**src/rtl/bcd_scan_counter.sv**
```systemverilog
// bcd_scan_counter: two-digit (00-99) BCD up/down counter with a tick
// prescaler and a two-digit display scanner. It feeds a single BCD-to-7-segment
// decoder that is time-multiplexed across both LED digits.
//
// Ports
//   clk      in   1  system clock, rising edge
//   rst_n    in   1  asynchronous active-low reset
//   en       in   1  count enable; 0 freezes prescaler and count
//   up       in   1  direction, 1 = increment, 0 = decrement (sampled on tick)
//   clr      in   1  synchronous clear of count and prescaler
//   ones     out  4  units digit, BCD 0-9 (registered)
//   tens     out  4  tens digit, BCD 0-9 (registered)
//   carry    out  1  one-cycle pulse after a wrap, 99->00 or 00->99 (registered)
//   bcd_out  out  4  digit currently scanned (decoded from registered state)
//   dig_sel  out  2  active-low digit enables: [0] = ones LED, [1] = tens LED
module bcd_scan_counter #(
    parameter int unsigned TICK_DIV = 50_000_000,
    parameter int unsigned SCAN_DIV = 50_000,
    parameter bit          BLANK_LZ = 1'b0
) (
    input  logic       clk,
    input  logic       rst_n,
    input  logic       en,
    input  logic       up,
    input  logic       clr,
    output logic [3:0] ones,
    output logic [3:0] tens,
    output logic       carry,
    output logic [3:0] bcd_out,
    output logic [1:0] dig_sel
);

    localparam int unsigned TW = (TICK_DIV > 1) ? $clog2(TICK_DIV) : 1;
    localparam int unsigned SW = (SCAN_DIV > 1) ? $clog2(SCAN_DIV) : 1;
    localparam logic [TW-1:0] TICK_LAST = TW'(TICK_DIV - 1);
    localparam logic [SW-1:0] SCAN_LAST = SW'(SCAN_DIV - 1);

    typedef enum logic {
        SCAN_ONES = 1'b0,
        SCAN_TENS = 1'b1
    } scan_state_e;

    logic [TW-1:0] presc_q, presc_d;
    logic [3:0]    ones_q, ones_d;
    logic [3:0]    tens_q, tens_d;
    logic          carry_q, carry_d;
    logic          tick_c;

    logic [SW-1:0] scan_cnt_q;
    scan_state_e   scan_q;

    // One count step per TICK_DIV enabled clocks.
    assign tick_c = en && (presc_q == TICK_LAST);

    // Next count: clear wins over a coincident tick; BCD digits roll over in
    // both directions and a full wrap raises carry for one cycle.
    always_comb begin
        presc_d = presc_q;
        ones_d  = ones_q;
        tens_d  = tens_q;
        carry_d = 1'b0;
        if (clr) begin
            presc_d = '0;
            ones_d  = 4'd0;
            tens_d  = 4'd0;
        end else begin
            if (en) begin
                presc_d = tick_c ? '0 : presc_q + TW'(1);
            end
            if (tick_c) begin
                if (up) begin
                    if (ones_q == 4'd9) begin
                        ones_d = 4'd0;
                        if (tens_q == 4'd9) begin
                            tens_d  = 4'd0;
                            carry_d = 1'b1;
                        end else begin
                            tens_d = tens_q + 4'd1;
                        end
                    end else begin
                        ones_d = ones_q + 4'd1;
                    end
                end else begin
                    if (ones_q == 4'd0) begin
                        ones_d = 4'd9;
                        if (tens_q == 4'd0) begin
                            tens_d  = 4'd9;
                            carry_d = 1'b1;
                        end else begin
                            tens_d = tens_q - 4'd1;
                        end
                    end else begin
                        ones_d = ones_q - 4'd1;
                    end
                end
            end
        end
    end

    // Count and prescaler registers.
    always_ff @(posedge clk or negedge rst_n) begin
        if (!rst_n) begin
            presc_q <= '0;
            ones_q  <= 4'd0;
            tens_q  <= 4'd0;
            carry_q <= 1'b0;
        end else begin
            presc_q <= presc_d;
            ones_q  <= ones_d;
            tens_q  <= tens_d;
            carry_q <= carry_d;
        end
    end

    // Free-running scanner: alternate digits every SCAN_DIV clocks,
    // unaffected by en and clr.
    always_ff @(posedge clk or negedge rst_n) begin
        if (!rst_n) begin
            scan_cnt_q <= '0;
            scan_q     <= SCAN_ONES;
        end else if (scan_cnt_q == SCAN_LAST) begin
            scan_cnt_q <= '0;
            scan_q     <= (scan_q == SCAN_ONES) ? SCAN_TENS : SCAN_ONES;
        end else begin
            scan_cnt_q <= scan_cnt_q + SW'(1);
        end
    end

    // Display mux decoded from registered state so a count change shows on
    // bcd_out in the same cycle as on ones/tens. Only one enable is ever low.
    always_comb begin
        bcd_out = ones_q;
        dig_sel = 2'b10;
        if (scan_q == SCAN_TENS) begin
            bcd_out = tens_q;
            dig_sel = (BLANK_LZ && (tens_q == 4'd0)) ? 2'b11 : 2'b01;
        end
    end

    assign ones  = ones_q;
    assign tens  = tens_q;
    assign carry = carry_q;

endmodule
```
**config.mk**
```make
export PLATFORM = sky130hd
export DESIGN_NAME = bcd_scan_counter
export DESIGN_NICKNAME = d
export VERILOG_FILES = /design/src/rtl/bcd_scan_counter.sv
export SDC_FILE = /design/constraint.sdc
export NUM_CORES = 1
export LEC_CHECK = 0
export CAP_MARGIN = 25
export CORE_ASPECT_RATIO = 0.9
export CORE_UTILIZATION = 60
export CTS_CLUSTER_DIAMETER = 30
export DETAILED_ROUTE_END_ITERATION = 7
export GPL_ROUTABILITY_DRIVEN = 0
export PLACE_DENSITY_LB_ADDON = 0.12
export SLEW_MARGIN = 20
export SYNTH_ARGS = -nofsm -noshare
export SYNTH_HDL_FRONTEND = slang
export SYNTH_SLANG_ARGS = --single-unit
```
**constraint.sdc**
```tcl
create_clock -name clk -period 5.1 [get_ports clk]
set_clock_uncertainty 0.1 [all_clocks]
set_input_delay 1.275 -clock clk [delete_from_list [all_inputs] [get_ports clk]]
set_output_delay 1.275 -clock clk [all_outputs]
set_load 0.02 [all_outputs]
```
# [Yosys cells after proc, flatten, opt, wreduce, memory -nomap -nowiden]
# Cells that the tools add are included.
[op_classes] add_sub_neg=6 multipliers=0 n_div=0 magnitude_cmp=0 eq_ne=5 shifts=0 n_mux=26 bitwise=0 reduce_logical=7
[op_table] op="2-to-1 mux 26 bit" n=3
[op_table] op="2-to-1 mux 4 bit" n=13
[op_table] op="adder 26 x 1 -> 26 bit (second input constant)" n=1
[op_table] op="== test 26 bit (second input constant)" n=1
[op_table] op="adder 16 x 1 -> 16 bit (second input constant)" n=1
[op_table] op="== test 16 bit (second input constant)" n=1
[op_table] op="2-to-1 mux 16 bit" n=1
[op_table] op="adder 4 x 1 -> 4 bit (second input constant)" n=2
[op_table] op="== test 4 bit (second input constant)" n=2
[op_table] op="logical NOT 4 bit" n=2
[op_table] op="2-to-1 mux 1 bit" n=8
[op_table] op="subtractor 4 x 1 -> 4 bit (second input constant)" n=2
[op_table] op="nonzero test 2 bit" n=2
[op_table] op="inequality test 3 x 1 -> 1 bit (second input constant)" n=1
[op_table] op="AND reduction 3 bit" n=1
[op_table] op="nonzero test 3 bit" n=1
[op_table] op="2-to-1 mux 2 bit" n=1
[op_table] op="logical AND 1 bit" n=1
[word_totals] reg_bits=52 latchBits=0 mem_bits_rw=0 romBits=0 inputBits=5 out_inout_bits=15 wordCells=50 memories=0

# [Depth between registers and ports, before layout]
# Gate-level depths: netlist (run 1).
[depth] depth_word=6 mapped_depth=7 ltp_nobuf=7

# [Worst setup path before layout (run 1)]
# OpenSTA, ideal clock, no wires.
[synth_timing] kind="input -> register" start="input port en" end="register presc_q[24]" t_arrival_ns=2.504 required_ns=4.878 slack_ns=2.375 stages=6 cell_sequence="clkbuf_2 nand3_1 or4_1 nor4_4 o21ai_1 a32o_1"
[synth_via] elab_chain_cells=4 elab_cells_between_ends=5
[synth_lines] item="start: declaration" line="23" source="input logic en,"
[synth_lines] item="logical AND 1 bit" line="53" source="assign tick_c = en && (presc_q == TICK_LAST);"
[synth_lines] item="2-to-1 mux 26 bit" line="68" source="presc_d = tick_c ? '0 : presc_q + TW'(1);"
[synth_lines] item="2-to-1 mux 26 bit" line="67" source="if (en) begin"
[synth_lines] item="2-to-1 mux 26 bit" line="62" source="if (clr) begin"
[synth_lines] item="end signal: assignment" line="108" source="presc_q <= presc_d;"
[synth_lines] item="end: declaration" line="43" source="logic [TW-1:0] presc_q, presc_d;"
# Several ways; a longest one is shown, not always the timed one. The select of a mux whose other input is x is not followed.
# A chain may end at the register's enable or synchronous reset.

# [Worst setup path in the final report (run 1)]
[layout_timing] start="input port en" end="register tens_q[2] (netlist: tens[2])"
[layout_via] elab_chain_cells=3
[layout_lines] item="logical AND 1 bit" line="53"
[layout_lines] item="nonzero test 2 bit (no source line)"
[layout_lines] item="AND reduction 3 bit (no source line)"
[layout_lines] item="end signal: assignment" line="110" source="tens_q <= tens_d;"
[layout_lines] item="end: declaration" line="45" source="logic [3:0] tens_q, tens_d;"
# Every way passes these cells.

==> out/qor.tcl, run 1 <==
set qor(synth_enable_flop_cells) 0
set qor(worst_ir_drop_vdd_mv) 0.259
set qor(grt_remaining_overflow) 0
set qor(clkTransAtPathRegs_ns) 0.09
set qor(nFillCells) 400
set qor(layout-area-overhead-vs-synth_pct) 10.4
set qor(firstDrtPassIters) 4
set qor(tritoncts.num_buffers) 5
set qor(grt_max_degree) 53
set qor(initial_core_utilization_pct) 63.1
set qor(clock.fmax_ghz) 0.302
set qor(global_route_wire_length_before_repair_mm) 10.8
set qor(avgRoutedWirePerCell_um) 15.3
set qor(io_buffer_count) 19
set qor(final_layout_size_suffix_gt1_share_pct) 7.69
set qor(cp_data_arrival_time_ns) 3.43
set qor(critical_path.max_stage_delay_ns) 0.62
set qor(fp.coreArea_sq_um) 4890
set qor(yosys.area_share.adder_pct) 4.46
set qor(die_w_um) 77.6
set qor(slew_headroom_pct) 53.9
set qor(timing_hold_violations_final) 0
set qor(timing.critical_path.cells) {clkdlybuf4s50_1, nand3_1, nor4_2, a21o_1, nand2_2, o31ai_2}
set qor(ys_seq_elements) 52
set qor(biggest_area_contributors_in_the_synthesized_netlist) {sky130_fd_sc_hd__dfrtp_1, sky130_fd_sc_hd__xor2_1, sky130_fd_sc_hd__nor2_1}
set qor(synth-warning-count) 0
set qor(final.hold.worst_slack_ns) 0.397
set qor(globalRouteTotalUtil_pct) 25.6
set qor(dp_slack_ns) 1.47
set qor(timing.final.ws_setup_ns) 1.78
set qor(final_core_util_pct) 69.7
set qor(remaining_drc_errors) 0
set qor(route.antenna.remaining_nets) 0
set qor(final_max_slew_viol_count) 0
set qor(design.portCount) 20
set qor(initial_antenna_violation_count) 0
set qor(core.rowCount) 24
set qor(synth-simple-area-share_pct) 28.8
set qor(cts_setup_buffers) 0
set qor(cts_tree) {built}
set qor(ff_latch_area_sq_um) 1300
set qor(worst_skew_pair.late_latency_ns) 0.31
set qor(critical_path.slowest_cell) {sky130_fd_sc_hd__clkdlybuf4s50_1}
set qor(async_reset_ff_share_pct) 100
set qor(critical_path_class) {primary input to register}
set qor(multiInputGateArea_sq_um) 1680
set qor(htreeDepth) 2
set qor(grt_setup_unrepaired) {false}
set qor(routed-via-count) 2484
set qor(vias_in_the_first_global_route) 2316
set qor(synthXorXnorAreaFrac_pct) 10.2
set qor(ctsRootBufferMaster) {sky130_fd_sc_hd__clkbuf_8}
set qor(critical_path_required_ns) 5.22
set qor(syn_avg_cell_area_sq_um) 9.17
set qor(yosysUniqueCellTypes) 61
set qor(yosys.area.top_type) {sky130_fd_sc_hd__dfrtp_1}
set qor(die_area_sq_um) 5440
set qor(synth-compound-area-share_pct) 9.07
set qor(synth_cells) 337
set qor(min_path_type) {register to register}
set qor(totalWireLength_mm) 6.35
set qor(dieHeight_um) 70.1
set qor(placed_area_sq_um) 3300
set qor(synth.cells.most_frequent) {sky130_fd_sc_hd__dfrtp_1, sky130_fd_sc_hd__nor2_1, sky130_fd_sc_hd__nand2_1}
set qor(crit_path_end_kind) {register}
set qor(diodes) 0
set qor(routed_via_density) 5.97
set qor(first_iter_violations) 165
set qor(layoutNonFillerInstCount) 416
set qor(cap_violations) 0
set qor(place_inst) 408
set qor(yosysMostFrequentCell) {sky130_fd_sc_hd__dfrtp_1}
set qor(synth-main-ff-cell) {sky130_fd_sc_hd__dfrtp_1}
set qor(seq_area_frac_synth_pct) 42.1
set qor(synth.area.mux_share_pct) 1.74
set qor(area_of_the_mapped_netlist_sq_um) 3090
set qor(tightest_slew_ns) 0.689
set qor(holdBufCountCts) 0
set qor(fin_crit_sh_pct) 65.0
set qor(status) {complete, no violations}
set qor(critPathLaunchType) {primary input}
set qor(net_count_synth) 353
set qor(setup_viol) 0
set qor(finalNetCount) 366
set qor(power.total_uw) 968
set qor(place.detailed.hpwl_mm) 4.57
set qor(yosys.area.top_type_share_pct) 42.1
set qor(stdcell_area_sq_um) 3410
set qor(final.setup.tns_ns) 0
set qor(worstPathMaxFanout) 17
set qor(cts-resized-gates) 0
set qor(dominant_combinational_cell_family_by_area_after_synthesis) {simple AND/OR/NAND/NOR gates}
set qor(cts_sinks) 52
set qor(p_leak_nw) 1.43
set qor(finalCriticalPeriod_ns) 3.32
set qor(cts-root-to-sink-buffers) 2
set qor(power.density_cell_area_nw_per_um2) 284
cells in the final DEF, fill, tap and decap left out, types with 2 or more instances in the layout:
| master | instances |
|---|---|
| sky130_fd_sc_hd__or3_1 | 3 |
| sky130_fd_sc_hd__nor4_2 | 2 |
| sky130_fd_sc_hd__nand4_1 | 16 |
| sky130_fd_sc_hd__and3b_1 | 2 |
| sky130_fd_sc_hd__or4_1 | 3 |
| sky130_fd_sc_hd__clkdlybuf4s50_1 | 18 |
| sky130_fd_sc_hd__nand3_1 | 20 |
| sky130_fd_sc_hd__dfrtp_1 | 52 |
| sky130_fd_sc_hd__a31oi_1 | 4 |
| sky130_fd_sc_hd__buf_4 | 2 |
| sky130_fd_sc_hd__or2_2 | 2 |
| sky130_fd_sc_hd__nor4_1 | 4 |
| sky130_fd_sc_hd__xor2_1 | 24 |
| sky130_fd_sc_hd__inv_1 | 11 |
| sky130_fd_sc_hd__a31o_2 | 2 |
| sky130_fd_sc_hd__nor3b_1 | 3 |
| sky130_fd_sc_hd__nor2_1 | 51 |
| sky130_fd_sc_hd__xnor2_1 | 12 |
| sky130_fd_sc_hd__ha_1 | 11 |
| sky130_fd_sc_hd__a22o_1 | 2 |
| sky130_fd_sc_hd__and4_1 | 2 |
| sky130_fd_sc_hd__nand3b_1 | 2 |
| sky130_fd_sc_hd__nor2b_1 | 3 |
| sky130_fd_sc_hd__nand2b_1 | 2 |
| sky130_fd_sc_hd__nor3_1 | 9 |
| sky130_fd_sc_hd__o21ai_0 | 7 |
| sky130_fd_sc_hd__nand2_1 | 25 |
| sky130_fd_sc_hd__a21oi_1 | 10 |
| sky130_fd_sc_hd__and3_1 | 6 |
| sky130_fd_sc_hd__clkbuf_8 | 5 |
| sky130_fd_sc_hd__mux2_2 | 3 |
| sky130_fd_sc_hd__mux2i_1 | 2 |
power breakdown:
group          switching [mW]  internal (mW)  total (mW)
Combinational           0.119         0.0959       0.215
Clock                   0.138          0.145       0.283
Sequential             0.0415          0.428       0.470
Total                   0.299          0.670       0.968
worst paths after layout:
| path | startpoint | end | slack [ns] | depth (start not counted) |
|---|---|---|---|---|
| hold / removal | scan_cnt_q[11] | scan_cnt_q[11] | 0.40 | 1 |
| setup / recovery | en | tens[2] | 1.78 | 6 |
| setup reg to reg | presc_q[0] | tens[2] | 2.69 | 6 |
| min in group asynchronous | rst_n | presc_q[23] | 0.95 | 2 |
| max in group asynchronous | rst_n | ones[3] | 3.50 | 2 |
| hold reg to reg | scan_cnt_q[11] | scan_cnt_q[11] | 0.40 | 1 |
registers in the layout (all words and copies together), names as in the netlist:
signal	cells
tens	4
scan_cnt_q	16
carry	1
presc_q	26
scan_q	1
ones	4
cell families after synthesis:
group / after synthesis
flops: 52
simple gates: 166
xor+xnor: 36
fa+ha+maj: 11
buf+inv: 26
mux: 5
compound gates: 41
per-layer routing:
layer / routed length, um / up-vias / track usage [%]
li1: - / 1218 / -
met1: 3080 / 1208 / 36.2
met2: 2950 / 54 / 39.7
met3: 272 / 4 / 5.75
met4: 48 / 0 / 7.13
met5: 0 / - / 0
worst max-delay path, delay by kind of cell:
kind,cells,cell delay [ns]
AOI/OAI and AO/OA,2,0.76
buffers and inverters,1,0.62
and+or+nand+nor,3,0.77
final cells by class:
class / instances / area share (%)
Multi-Input combinational cell: 259 / 49.1
Clock inverter: 3 / 1.25
Tap cell: 65 / 2.38
Sequential cell: 52 / 38.1
Inverter: 11 / 1.21
Timing Repair Buffer: 21 / 5.87
Clock buffer: 5 / 2.02
Power figures use the tool's default switching activity.
==> run 2: changes to the inputs <==
--- a/config.mk
+++ b/config.mk
@@ -7,7 +7,7 @@
 export LEC_CHECK = 0
 export CAP_MARGIN = 25
 export CORE_ASPECT_RATIO = 0.9
-export CORE_UTILIZATION = 60
+export CORE_UTILIZATION = 53
 export CTS_CLUSTER_DIAMETER = 30
 export DETAILED_ROUTE_END_ITERATION = 7
 export GPL_ROUTABILITY_DRIVEN = 0
==> constraint.sdc (replaced) <==
create_clock -name clk -period 2.9 [get_ports clk]
set_clock_uncertainty 0.1 [all_clocks]
set_input_delay 0.725 -clock clk [delete_from_list [all_inputs] [get_ports clk]]
set_output_delay 0.725 -clock clk [all_outputs]
set_load 0.02 [all_outputs]
==> run 2 against run 1 <==
Compared with the run above: clock-buffer cell count did not move; highest routed layer unchanged; die area increased by 13%; largest power group unchanged; largest cell class unchanged; combinational power is 75% higher; utilization fell by 6.3 points; first-iteration DRC count decreased by 1.2%; register-to-register slack got worse by 2.0 ns; via count increased by 0.48%.
==> out/qor.tcl, run 2 (same netlist as run 1, synthesis figures left out) <==
set qor(initial_antenna_violation_count) 0 ;# unchanged
set qor(design.portCount) 20 ;# unchanged
set qor(grt_setup_unrepaired) {false}
set qor(final_max_slew_viol_count) 0 ;# unchanged
set qor(multiInputGateArea_sq_um) 1680 ;# unchanged
set qor(globalRouteTotalUtil_pct) 22.8 ;# -2.8 points
set qor(vias_in_the_first_global_route) 2307 ;# -0.39%
set qor(worstPathMaxFanout) 8 ;# -9
set qor(critical_path_class) {register to output pin}
set qor(clock.fmax_ghz) 0.392
set qor(regMostFlops) {presc_q}
set qor(status) {complete, no violations}
set qor(clkPwrFrac_pct) 26.6 ;# -2.7 points
set qor(tritoncts.num_buffers) 5 ;# unchanged
set qor(setup_viol) 0 ;# unchanged
set qor(fin_crit_sh_pct) 87.9
set qor(die_w_um) 82.5 ;# +6.2%
set qor(clkTransAtPathRegs_ns) 0.09 ;# about the same
set qor(totalWireLength_mm) 6.36 ;# +0.17%
set qor(cts_tree) {built}
set qor(power.share.switching_pct) 32.4 ;# +1.5 points
set qor(min_path_type) {primary input to asynchronous set/reset pin}
set qor(core.rowCount) 25 ;# +4.2%
set qor(reg_top3) {presc_q: 26 flops, scan_cnt_q: 16 flops}
set qor(worst_ir_drop_vdd_mv) 0.313 ;# +21%
set qor(final.hold.worst_slack_ns) 0.260 ;# -0.137 ns
set qor(cts_setup_buffers) 0 ;# unchanged
set qor(dieHeight_um) 74.4 ;# +6.2%
set qor(slew_headroom_pct) 65.7 ;# +12 points
set qor(grt_max_degree) 22 ;# -58%
set qor(route.antenna.remaining_nets) 0 ;# unchanged
set qor(p_leak_nw) 1.46 ;# +1.9%
set qor(intPower_mw) 1.10 ;# +65%
set qor(worst_skew_pair.late_latency_ns) 0.31 ;# about the same
set qor(critical_path_required_ns) 2.08 ;# -3.14 ns
set qor(cap_violations) 0 ;# unchanged
set qor(cp_data_arrival_time_ns) 1.72 ;# -1.71 ns
set qor(final_core_util_pct) 63.4 ;# -6.3 points
set qor(largest_register_ffs) 26 ;# unchanged
set qor(final_layout_size_suffix_gt1_share_pct) 9.50 ;# +1.8 points
set qor(routed-via-count) 2496 ;# +0.48%
set qor(fp.coreArea_sq_um) 5440 ;# +11%
set qor(holdBufCountCts) 0 ;# unchanged
set qor(global_route_wire_length_before_repair_mm) 10.7 ;# -0.89%
set qor(layout.cells.most_common) {sky130_fd_sc_hd__dfrtp_1}
set qor(finalNetCount) 373 ;# +1.9%
set qor(ff_latch_area_sq_um) 1300 ;# unchanged
set qor(place.detailed.hpwl_mm) 4.62 ;# +1.1%
set qor(crit_path_end_kind) {output pin}
set qor(layout_common_cells) {sky130_fd_sc_hd__dfrtp_1, sky130_fd_sc_hd__nor2_1, sky130_fd_sc_hd__nand2_1}
set qor(final.setup.tns_ns) 0 ;# unchanged
set qor(critPathLaunchType) {register}
set qor(avgRoutedWirePerCell_um) 15.0 ;# -1.9%
set qor(power.density_cell_area_nw_per_um2) 473 ;# +67%
set qor(initial_core_utilization_pct) 56.8 ;# -6.4 points
set qor(net-switching-power_uw) 529 ;# +77%
set qor(cts_sinks) 52 ;# unchanged
set qor(routed_via_density) 5.87 ;# -1.6%
set qor(pwr-share-comb_pct) 23.1 ;# +0.9 points
set qor(nFillCells) 476 ;# +19%
set qor(remaining_drc_errors) 0 ;# unchanged
set qor(diodes) 0 ;# unchanged
set qor(die_area_sq_um) 6140 ;# +13%
set qor(timing_hold_violations_final) 0 ;# unchanged
set qor(layout-area-overhead-vs-synth_pct) 11.7
set qor(cts-root-to-sink-buffers) 2 ;# unchanged
set qor(ctsRootBufferMaster) {sky130_fd_sc_hd__clkbuf_8}
set qor(cts-resized-gates) 0 ;# unchanged
set qor(first_iter_violations) 163 ;# -1.2%
set qor(firstDrtPassIters) 4 ;# unchanged
set qor(grt_remaining_overflow) 0 ;# unchanged
set qor(finalCriticalPeriod_ns) 2.55
set qor(tightest_slew_ns) 0.513 ;# -0.176 ns
set qor(io_buffer_count) 19 ;# unchanged
set qor(share_seq_of_total_power_pct) 50.3 ;# +1.8 points
set qor(htreeDepth) 2 ;# unchanged
==> run 2: cell count changes in the layout (fill, tap and decap cells not counted) <==
cell                        previous run  this run
sky130_fd_sc_hd__buf_4                 2         9
sky130_fd_sc_hd__bufinv_16             1         0
sky130_fd_sc_hd__clkinv_2              1         0
sky130_fd_sc_hd__clkinv_4              0         1
sky130_fd_sc_hd__inv_8                 0         1
==> run 2: routing by layer <==
layer  share of wire, %  vias up  GRT usage, %
met5                  0        -             0
met4               0.53        0          5.07
met3                4.3        4          4.05
met2                 46       58          36.1
met1                 49     1207          32.8
li1                   -     1227             -
==> run 2: power groups by stage <==
stage	clock, mW	combinational (mW)	sequential, mW
floorplan	0	0.229	0.834
global placement	0	0.369	0.835
detailed placement	0	0.376	0.837
CTS	0.444	0.378	0.822
global route	0.467	0.416	0.832
finish	0.434	0.377	0.822
==> run 2: area by class of cell <==
cell class	instances	share of cell area, %
multi-input cells	259	48.6
flip-flops and latches	52	37.7
inverters	11	1.20
well taps	67	2.43
clock inverters	3	0.797
repair buffers	28	7.32
clock buffers	5	1.99
==> run 2: per-stage QoR <==
stage | setup slack [ns] | instance area, sq um | power (mW) | cells
global placement | 0.295 | 3360 | 1.20 | 417
detailed placement | 0.270 | 3360 | 1.21 | 417
finish | 0.352 | 3450 | 1.63 | 425
global route | 0.247 | 3450 | 1.71 | 425
floorplan | 0.725 | 3090 | 1.06 | 337
CTS | 0.329 | 3450 | 1.64 | 425
==> run 2: worst paths after layout <==
kind | slack (ns) | startpoint | depth (start not counted) | to
max | 0.35 | ones[0] | 3 | bcd_out[0]
min | 0.26 | rst_n | 1 | ones[3]
max reg2reg | 0.74 | presc_q[0] | 6 | presc_q[24]
min reg2reg | 0.39 | scan_cnt_q[0] | 1 | scan_cnt_q[0]
max in group asynchronous | 1.82 | rst_n | 2 | presc_q[12]
min in group clk | 0.39 | scan_cnt_q[0] | 1 | scan_cnt_q[0]
==> run 2: worst max-delay path, stage by stage, from the launching register on <==
cell and delay, ns:
sky130_fd_sc_hd__dfrtp_1 0.50, sky130_fd_sc_hd__inv_1 0.12, sky130_fd_sc_hd__o21ai_0 0.18, sky130_fd_sc_hd__clkdlybuf4s50_1 0.62
==> run 3: changes to the inputs <==
--- a/config.mk
+++ b/config.mk
@@ -6,7 +6,6 @@
 export NUM_CORES = 1
 export LEC_CHECK = 0
 export CAP_MARGIN = 25
-export CORE_ASPECT_RATIO = 0.9
 export CORE_UTILIZATION = 53
 export CTS_CLUSTER_DIAMETER = 30
 export DETAILED_ROUTE_END_ITERATION = 7
==> run 3 against run 2 <==
Compared with the run above: final area rose by 0.76%; hold slack gained 0.027 ns; global-route usage is 0.052 points higher; cell count increased by 0.94%; register-to-register slack hardly changed; critical path depth unchanged; largest cell class unchanged; highest routed layer unchanged.
==> out/qor.tcl, run 3 (same netlist as run 1, synthesis figures left out) <==
set qor(status) {complete, no violations}
set qor(power.total_mw) 1.71 ;# +4.7%
set qor(place.detailed.hpwl_mm) 4.50 ;# -2.4%
set qor(initial_antenna_violation_count) 0 ;# unchanged
set qor(critical_path_class) {register to output pin}
set qor(finalNetCount) 372 ;# -0.27%
set qor(cts-root-to-sink-buffers) 2 ;# unchanged
set qor(fp.coreArea_sq_um) 5570 ;# +2.4%
set qor(p_leak_nw) 1.47 ;# +0.59%
set qor(dieHeight_um) 78.3 ;# +5.3%
set qor(worst_skew_pair.late_latency_ns) 0.31 ;# about the same
set qor(layout_common_cells) {sky130_fd_sc_hd__dfrtp_1, sky130_fd_sc_hd__nor2_1, sky130_fd_sc_hd__nand2_1}
set qor(worst_ir_drop_vdd_mv) 0.285 ;# -8.9%
set qor(globalRouteTotalUtil_pct) 22.9 ;# +0.052 points
set qor(totalWireLength_mm) 6.30 ;# -0.93%
set qor(routed_via_density) 5.76 ;# -2.0%
set qor(timing.critical_path.cells) {inv_1, o21ai_0, clkdlybuf4s50_1}
set qor(register_to_register_path_depth) 6 ;# unchanged
set qor(regMostFlops) {presc_q}
set qor(cts_setup_buffers) 0 ;# unchanged
set qor(critical_path.max_stage_delay_ns) 0.63 ;# about the same
set qor(critical_path_required_ns) 2.08 ;# about the same
set qor(tritoncts.num_buffers) 5 ;# unchanged
set qor(cts-resized-gates) 0 ;# unchanged
set qor(core.rowCount) 27 ;# +8.0%
set qor(cts_sinks) 52 ;# unchanged
set qor(route.antenna.remaining_nets) 0 ;# unchanged
set qor(io_buffer_count) 19 ;# unchanged
set qor(worstReg2RegStart) {presc_q[0]}
set qor(ctsRootBufferMaster) {sky130_fd_sc_hd__clkbuf_8}
set qor(critPathLaunchType) {register}
set qor(worstPathMaxFanout) 8 ;# unchanged
set qor(firstDrtPassIters) 5 ;# +1
set qor(grt_busiest_layer) {met2}
set qor(timing_hold_violations_final) 0 ;# unchanged
set qor(cap_violations) 0 ;# unchanged
set qor(clkTransAtPathRegs_ns) 0.10 ;# about the same
set qor(global_route_wire_length_before_repair_mm) 11.2 ;# +3.9%
set qor(place_inst) 421 ;# +0.96%
set qor(initial_core_utilization_pct) 55.4 ;# -1.3 points
set qor(cts_tree) {built}
set qor(final_core_util_pct) 62.4 ;# -1.0 points
set qor(crit_path_end_kind) {output pin}
set qor(first_iter_violations) 149 ;# -8.6%
set qor(layoutNonFillerInstCount) 429 ;# +0.94%
set qor(grt_use_met2_pct) 36.9 ;# +0.84 points
set qor(grt_setup_unrepaired) {false}
set qor(reg_top3) {presc_q: 26 flops, scan_cnt_q: 16 flops}
set qor(power.density_cell_area_nw_per_um2) 492 ;# +3.9%
set qor(grtUsageMet3_pct) 4.30 ;# +0.25 points
set qor(final.hold.worst_slack_ns) 0.287 ;# +0.0271 ns
set qor(final.setup.tns_ns) 0 ;# unchanged
set qor(setup.reg_to_reg.worst_slack_ns) 0.75 ;# about the same
set qor(min_path_type) {primary input to asynchronous set/reset pin}
set qor(avgRoutedWirePerCell_um) 14.7 ;# -1.9%
set qor(grt_remaining_overflow) 0 ;# unchanged
set qor(endpoint_of_the_worst_register_to_register_path) {ones[3]}
set qor(layout.cells.most_common) {sky130_fd_sc_hd__dfrtp_1}
set qor(die_area_sq_um) 6140 ;# about the same
set qor(fin_crit_sh_pct) 88.5 ;# +0.60 points
set qor(cp_data_arrival_time_ns) 1.74 ;# +0.02 ns
set qor(htreeDepth) 2 ;# unchanged
set qor(layout-area-overhead-vs-synth_pct) 12.6
set qor(grt.met1_usage_pct) 30.8 ;# -2.0 points
set qor(setup_viol) 0 ;# unchanged
set qor(finalCriticalPeriod_ns) 2.57 ;# +0.0175 ns
set qor(grt_max_degree) 53 ;# +140%
set qor(design.portCount) 20 ;# unchanged
set qor(tightest_slew_ns) 0.492 ;# -0.0203 ns
set qor(holdBufCountCts) 0 ;# unchanged
set qor(slew_headroom_pct) 66.9 ;# +1.2 points
set qor(largest_register_ffs) 26 ;# unchanged
set qor(final_layout_size_suffix_gt1_share_pct) 8.96 ;# -0.53 points
set qor(final_max_slew_viol_count) 0 ;# unchanged
set qor(routed-via-count) 2470 ;# -1.0%
set qor(diodes) 0 ;# unchanged
set qor(remaining_drc_errors) 0 ;# unchanged
set qor(clock.fmax_ghz) 0.390 ;# -0.68%
set qor(critical_path.slowest_cell) {sky130_fd_sc_hd__clkdlybuf4s50_1}
set qor(die_w_um) 78.3 ;# -5.0%
set qor(vias_in_the_first_global_route) 2399 ;# +4.0%
## run 3: cell types whose count changed in the layout (fill, tap and decap cells not counted), sizes merged
| cell | change |
|---|---|
| clkinvlp | -1 |
| buf | -1 |
| bufinv | +1 |
| clkbuf | +1 |
| clkinv | -1 |
## run 3: routing by layer
metal,part of all wire (%),routed length [um]
met2,48,3030
met3,4.7,297
met5,0,0
met1,46,2900
met4,1.1,72
## run 3: where the power goes
group	switching (mW)	internal, mW
registers	0.0690	0.754
logic	0.202	0.176
clock network	0.248	0.261
total	0.519	1.19
## run 3: worst max path at each step
stage / from / to / cells after the start / slack [ns]
4_1_cts: ones[0] / bcd_out[0] / 3 / 0.32
5_1_grt: ones[0] / bcd_out[0] / 3 / 0.20
2_1_floorplan: en / presc_q[24] / 6 / 0.72
3_3_place_gp: en / presc_q[24] / 6 / 0.29
6_report: ones[0] / bcd_out[0] / 3 / 0.33
3_5_place_dp: en / presc_q[24] / 6 / 0.25
## run 3: layout make-up
type | count | area, sq um
fill | 498 | 2100
timing repair buffer | 27 | 258
tap | 72 | 90.1
multi-input combinational | 259 | 1680
sequential | 52 | 1300
clock inverter | 2 | 38.8
clock buffer | 6 | 72.6
inverter | 11 | 41.3
## run 3: metrics by stage
| step | cell area, sq um | setup WS (ns) |
|---|---|---|
| global route | 3480 | 0.204 |
| finish | 3480 | 0.334 |
| detailed placement | 3370 | 0.250 |
| CTS | 3480 | 0.321 |
| global placement | 3370 | 0.290 |
| floorplan | 3090 | 0.725 |
## run 3: worst max-delay path: cells and delay by family (launching register included)
family | cells | cell delay [ns]
compound gates | 1 | 0.18
flops | 1 | 0.50
buf+inv | 2 | 0.75
